### src/rtl/seg_pkg.sv
// Shared seven-segment definitions: segment bit positions and the hex font.
// Patterns are active-high; pin polarity is applied by the scan controller.
package seg_pkg;

  localparam int SEG_A  = 0;
  localparam int SEG_B  = 1;
  localparam int SEG_C  = 2;
  localparam int SEG_D  = 3;
  localparam int SEG_E  = 4;
  localparam int SEG_F  = 5;
  localparam int SEG_G  = 6;
  localparam int SEG_DP = 7;
  localparam int SEG_W  = 8;

  localparam logic [SEG_W-1:0] SEG_OFF = 8'h00;

  function automatic logic [6:0] seg_font(input logic [3:0] nib);
    logic [6:0] pat;
    case (nib)
      4'h0:    pat = 7'h3F;
      4'h1:    pat = 7'h06;
      4'h2:    pat = 7'h5B;
      4'h3:    pat = 7'h4F;
      4'h4:    pat = 7'h66;
      4'h5:    pat = 7'h6D;
      4'h6:    pat = 7'h7D;
      4'h7:    pat = 7'h07;
      4'h8:    pat = 7'h7F;
      4'h9:    pat = 7'h6F;
      4'hA:    pat = 7'h77;
      4'hB:    pat = 7'h7C;
      4'hC:    pat = 7'h39;
      4'hD:    pat = 7'h5E;
      4'hE:    pat = 7'h79;
      default: pat = 7'h71;
    endcase
    return pat;
  endfunction

endpackage

### src/rtl/seg_font_rom.sv
// Hex nibble to active-high g..a pattern; purely combinational, no handshake.
module seg_font_rom
  import seg_pkg::*;
(
  input  logic [3:0] nibble,
  output logic [6:0] pattern
);

  assign pattern = seg_font(nibble);

endmodule

### src/rtl/seg_scan_ctrl.sv
// Multiplexed seven-segment scanner: one slot per digit, dead-time guard, frame-aligned updates.
// an/segment registered one cycle behind the scan state; optional SEG_LZ_SUPPRESS_EN blanks leading zeros.
module seg_scan_ctrl
  import seg_pkg::*;
#(
  parameter int NUM_DIGITS  = 4,
  parameter int CLK_DIV     = 200000,
  parameter int DEAD_CYCLES = 2,
  parameter int ACTIVE_LOW  = 1
) (
  input  logic                    clk,
  input  logic                    rst,
  input  logic [4*NUM_DIGITS-1:0] value,
  input  logic [NUM_DIGITS-1:0]   dp,
  input  logic [NUM_DIGITS-1:0]   blank,
  input  logic                    load,
  output logic [NUM_DIGITS-1:0]   an,
  output logic [SEG_W-1:0]        segment,
  output logic                    frame_done
);

  localparam int   PW  = $clog2(CLK_DIV);
  localparam int   IW  = (NUM_DIGITS > 1) ? $clog2(NUM_DIGITS) : 1;
  localparam int   VW  = 4 * NUM_DIGITS;
  localparam logic POL = (ACTIVE_LOW != 0);

  logic [PW-1:0]         presc;
  logic [IW-1:0]         idx;
  logic                  slot_end;
  logic                  frame_end;

  logic [VW-1:0]         pend_value;
  logic [NUM_DIGITS-1:0] pend_dp;
  logic [NUM_DIGITS-1:0] pend_blank;
  logic                  pend_vld;
  logic [VW-1:0]         disp_value;
  logic [NUM_DIGITS-1:0] disp_dp;
  logic [NUM_DIGITS-1:0] disp_blank;

  logic                  dead;
  logic [NUM_DIGITS-1:0] eff_blank;
  logic [NUM_DIGITS-1:0] an_hot;
  logic [3:0]            nib;
  logic                  cur_dp;
  logic                  cur_blk;
  logic [6:0]            font_pat;
  logic [NUM_DIGITS-1:0] an_nxt;
  logic [SEG_W-1:0]      seg_nxt;

  assign slot_end  = (presc == PW'(CLK_DIV - 1));
  assign frame_end = slot_end && (idx == IW'(NUM_DIGITS - 1));

  always_ff @(posedge clk or posedge rst) begin
    if (rst) begin
      presc      <= '0;
      idx        <= '0;
      frame_done <= 1'b0;
    end else begin
      presc      <= slot_end ? '0 : presc + 1'b1;
      frame_done <= frame_end;
      if (slot_end)
        idx <= (idx == IW'(NUM_DIGITS - 1)) ? '0 : idx + 1'b1;
    end
  end

  // A load on the boundary cycle bypasses pending so it is shown immediately.
  always_ff @(posedge clk or posedge rst) begin
    if (rst) begin
      pend_value <= '0;
      pend_dp    <= '0;
      pend_blank <= '0;
      pend_vld   <= 1'b0;
      disp_value <= '0;
      disp_dp    <= '0;
      disp_blank <= '0;
    end else if (frame_end && load) begin
      disp_value <= value;
      disp_dp    <= dp;
      disp_blank <= blank;
      pend_vld   <= 1'b0;
    end else begin
      if (frame_end && pend_vld) begin
        disp_value <= pend_value;
        disp_dp    <= pend_dp;
        disp_blank <= pend_blank;
        pend_vld   <= 1'b0;
      end
      if (load) begin
        pend_value <= value;
        pend_dp    <= dp;
        pend_blank <= blank;
        pend_vld   <= 1'b1;
      end
    end
  end

  generate
    if (DEAD_CYCLES == 0) begin : g_no_dead
      assign dead = 1'b0;
    end else begin : g_dead
      assign dead = (presc < PW'(DEAD_CYCLES));
    end
  endgenerate

`ifdef SEG_LZ_SUPPRESS_EN
  logic [NUM_DIGITS-1:0] lz_blank;
  logic                  upper_zero;

  // Walk down from the leftmost digit; digit 0 is never a candidate.
  always_comb begin
    lz_blank   = '0;
    upper_zero = 1'b1;
    for (int i = NUM_DIGITS - 1; i >= 1; i--) begin
      upper_zero  = upper_zero && (disp_value[i*4 +: 4] == 4'h0);
      lz_blank[i] = upper_zero && !disp_dp[i];
    end
  end

  assign eff_blank = disp_blank | lz_blank;
`else
  assign eff_blank = disp_blank;
`endif

  always_comb begin
    an_hot  = '0;
    nib     = 4'h0;
    cur_dp  = 1'b0;
    cur_blk = 1'b0;
    for (int i = 0; i < NUM_DIGITS; i++) begin
      an_hot[i] = (idx == IW'(i));
      if (idx == IW'(i)) begin
        nib     = disp_value[i*4 +: 4];
        cur_dp  = disp_dp[i];
        cur_blk = eff_blank[i];
      end
    end
  end

  seg_font_rom u_font (
    .nibble  (nib),
    .pattern (font_pat)
  );

  always_comb begin
    an_nxt  = '0;
    seg_nxt = SEG_OFF;
    if (!dead && !cur_blk) begin
      an_nxt                = an_hot;
      seg_nxt[SEG_DP]       = cur_dp;
      seg_nxt[SEG_G:SEG_A]  = font_pat;
    end
  end

  always_ff @(posedge clk or posedge rst) begin
    if (rst) begin
      an      <= {NUM_DIGITS{POL}};
      segment <= {SEG_W{POL}};
    end else begin
      an      <= an_nxt ^ {NUM_DIGITS{POL}};
      segment <= seg_nxt ^ {SEG_W{POL}};
    end
  end

endmodule

### config.mk
export PLATFORM = sky130hd
export DESIGN_NAME = seg_scan_ctrl
export DESIGN_NICKNAME = d
export VERILOG_FILES = /design/src/rtl/seg_pkg.sv /design/src/rtl/seg_font_rom.sv /design/src/rtl/seg_scan_ctrl.sv
export SDC_FILE = /design/constraint.sdc
export NUM_CORES = 1
export LEC_CHECK = 0
export BUFFER_PORTS_ARGS = -buffer_cell sky130_fd_sc_hd__buf_2
export CAP_MARGIN = 20
export CORE_MARGIN = 4
export CORE_UTILIZATION = 41
export CTS_BUF_LIST = sky130_fd_sc_hd__clkbuf_4 sky130_fd_sc_hd__clkbuf_8 sky130_fd_sc_hd__clkbuf_16
export DETAILED_ROUTE_END_ITERATION = 7
export SLEW_MARGIN = 5
export SYNTH_ARGS = -nofsm -noshare
export SYNTH_HDL_FRONTEND = slang
export SYNTH_HIERARCHICAL = 1
export SYNTH_SLANG_ARGS = --single-unit
### constraint.sdc
create_clock -name clk -period 6 [get_ports clk]
set_input_delay 0.3 -clock clk [delete_from_list [all_inputs] [get_ports clk]]
set_output_delay 0.3 -clock clk [all_outputs]
set_load 0.01 [all_outputs]
==> impl_metrics.yaml <==
outcome:
  status: "finished, final reports clean"
grt:
  grt_remaining_overflow: 0
  grt_pass1_vias: 2788
  grt_pass1_wl_um: 13720
  grt_antenna_before_repair: 0
  grt_usage_pct: 15.33
  grt_max_degree: 83
route:
  drtAntennaViolNets: 0
  wl_per_cell_um: 15.86
  vias: 2722
  met2_length_um: 3959
  topRoutingLayerUsed: "met4"
  wl_met3_um: 371
  avgViaCountPerCell: 5.235
  drc_errors: 0
  routed_wl_um: 8246
  drt-initial-drc-count: 100
  wl_met1_um: 3765
  drtPass1Iterations: 4
cts:
  numCtsBuffers: 9
  worstSkewPairLatency_ns: 0.36
  clockBufferDepth: 2
  cts_tree: "yes"
  post_cts_resized: 0
  h-tree-depth: 3
  path_clk_slew_ns: 0.08
  clock-sinks: 82
  cts_root_buf: "clkbuf_8"
layout:
  fin_nets: 421
  areaGrowthSynthToFinish_pct: 11.98
  utilization_pct: 46.99
  layout-drive-gt1-share_pct: 31.78
  diodes: 0
synthesis:
  ys_types: 52
  synth-main-ff-cell: "dfrtp_1"
  syn_inst: 344
  ys_async_sr_fraction_pct: 100.0
  syn_area_per_cell_sq_um: 11.87
  ys_seq_area_share_pct: 50.63
  synth_warnings: 6
  ys_top_cells_by_area: "dfrtp_1 (43%), dfstp_2 (7.7%), mux2_4 (7.4%)"
  synth-seq-cells: 82
  synth_nets: 383
  synth_top_area_share_pct: 42.91
  synth-edff-count: 0
  syn-cell-area_sq_um: 4083
  yosys.area.top_type: "dfrtp_1"
sta:
  max_freq_mhz: 365.1
  fin_crit_sh_pct: 45.65
  fin_setup_tns_ns: 0
  tightest_slew_ns: 0.7489
  skew_ns: 0.01164
  setup_viol: 0
  period_needed_ns: 2.739
  relSlewSlack_pct: 50.02
  maxSlewViolCount: 0
  finalHoldViolations: 0
  rsz0062_at_grt: "false"
floorplan:
  top_level_ports: 40
  die_area_sq_um: 11620
  die_h_um: 107.8
  rows: 36
  core_area_sq_um: 9729
  die_w_um: 107.8
  start_util_pct: 41.96
placement:
  place.gp.congestion: 0.7726
  numPortBuffers: 39
  hpwlAfterDp_um: 5475
setup_path:
  worst-path-max-fanout: 13
  path_class: "reg2reg"
  critPathLaunch: "idx[1]"
  required_ns: 6.30
  worstRegToRegCells: 10
  endpoint_kind: "flop"
  start_kind: "flop"
  crit_arrival_ns: 3.04
  reg2reg_from: "idx[1]"
min_path:
  hold_start: "value[6]"
  hold_depth: 2
  hp-class: "in2reg"
pwr:
  power_density_nw_per_um2: 243.6
  design_power_total_mw: 1.114
  p_leak_nw: 2.021
  irDropWorstVdd_uv: 160.2
flow_run:
  maxCapViolCount: 0
[per-layer routing]
| metal | track usage, % | vias to the layer above |
|---|---|---|
| met1 | 19.48 | 1357 |
| met4 | 5.591 | 0 |
| li1 | - | 1313 |
| met5 | 0 | - |
| met3 | 5.099 | 13 |
| met2 | 24.33 | 39 |
[flip-flops by register name, summed over array words and instances (netlist names), 4 cells and up]
name,flops
an,4
pend_blank,4
segment,8
disp_value,16
presc,18
disp_blank,4
disp_dp,4
pend_value,16
pend_dp,4
[synthesized netlist by cell type, drive strengths merged (2+ instances only)]
master,number
dfrtp,70
nand2,38
mux2,27
a2bb2oi,19
o22ai,19
nand3,17
nor2,14
a21oi,13
inv,13
dfstp,12
ha,12
buf,10
o21ai,10
xnor2,9
clkbuf,8
a32oi,6
and3,5
nand3b,5
xor2,5
mux2i,4
nor3,4
a22oi,3
nor2b,3
nor4,3
and2,2
nand4,2
or4,2
[power by group]
| group | total (mW) | switching, mW | internal, mW | leakage, nW |
|---|---|---|---|---|
| sequential | 0.598 | 0.0151 | 0.583 | 0.970 |
| combinational | 0.115 | 0.0557 | 0.0588 | 0.945 |
| clock | 0.401 | 0.195 | 0.207 | 0.106 |
| total | 1.11 | 0.265 | 0.848 | 2.02 |
[worst paths after layout]
path / end / slack [ns]
min in group asynchronous: pend_value[15] / 0.50
setup reg to reg: segment[3] / 3.26
hold reg to reg: presc[4] / 0.49
hold / removal: pend_value[6] / 0.18
setup / recovery: segment[3] / 3.26
max in group asynchronous: segment[2] / 4.86
[critical path: stages (launching register included)]
cell and delay, ns:
dfrtp_1 0.38, inv_1 0.08, ha_1 0.30, nand3b_1 0.20, a21oi_1 0.15, a21oi_1 0.06
o21ai_0 0.42, inv_1 0.19, ha_1 0.37, mux4_2 0.46, nand2_1 0.07
[layout make-up]
type	count	area, sq um
repair buffers	45	260.3
flip-flops and latches	82	2067
clock inverters	5	53.80
fillers	908	5157
well taps	133	166.4
inverters	13	52.55
multi-input cells	231	1827
clock buffers	11	145.1
[stage by stage]
stage          worst slack, ns  cells  instance area (sq um)  hold WS (ns)
3_5_place_dp             3.298    501                   4330        0.4852
6_report                 3.261    520                   4572        0.1836
2_1_floorplan            3.511    344                   4083        0.4485
3_3_place_gp             3.430    501                   4330        0.4798
5_1_grt                  3.023    520                   4572        0.1667
4_1_cts                  3.264    517                   4529        0.1666
[layout by cell type (no fill, tap or decap), drive strengths merged, types with 6 or more instances in the layout]
cell type,n
o22ai,19
inv,12
a21oi,13
o21ai,10
xnor2,9
clkbuf,12
nand3,17
ha,12
nand2,38
dfstp,12
buf,43
dfrtp,70
nor2,14
a2bb2oi,19
a32oi,6
mux2,27
[kinds of logic (layout without fill, tap and decap cells)]
kind of cell / count (synthesis) / in the layout / synth area share, %
compound gates: 73 / 73 / 13.76
buf+inv: 31 / 74 / 4.627
fa+ha+maj: 12 / 12 / 3.677
xor+xnor: 14 / 14 / 3.003
simple gates: 100 / 100 / 13.49
flops: 82 / 82 / 50.63
mux: 32 / 32 / 10.82
[what timing repair did]
action,4_1_cts,5_1_grt
hold buffers,0,1
hold endpoints to repair,0,15
setup buffers,0,0
Note: power is estimated with default switching activity, not from simulation.
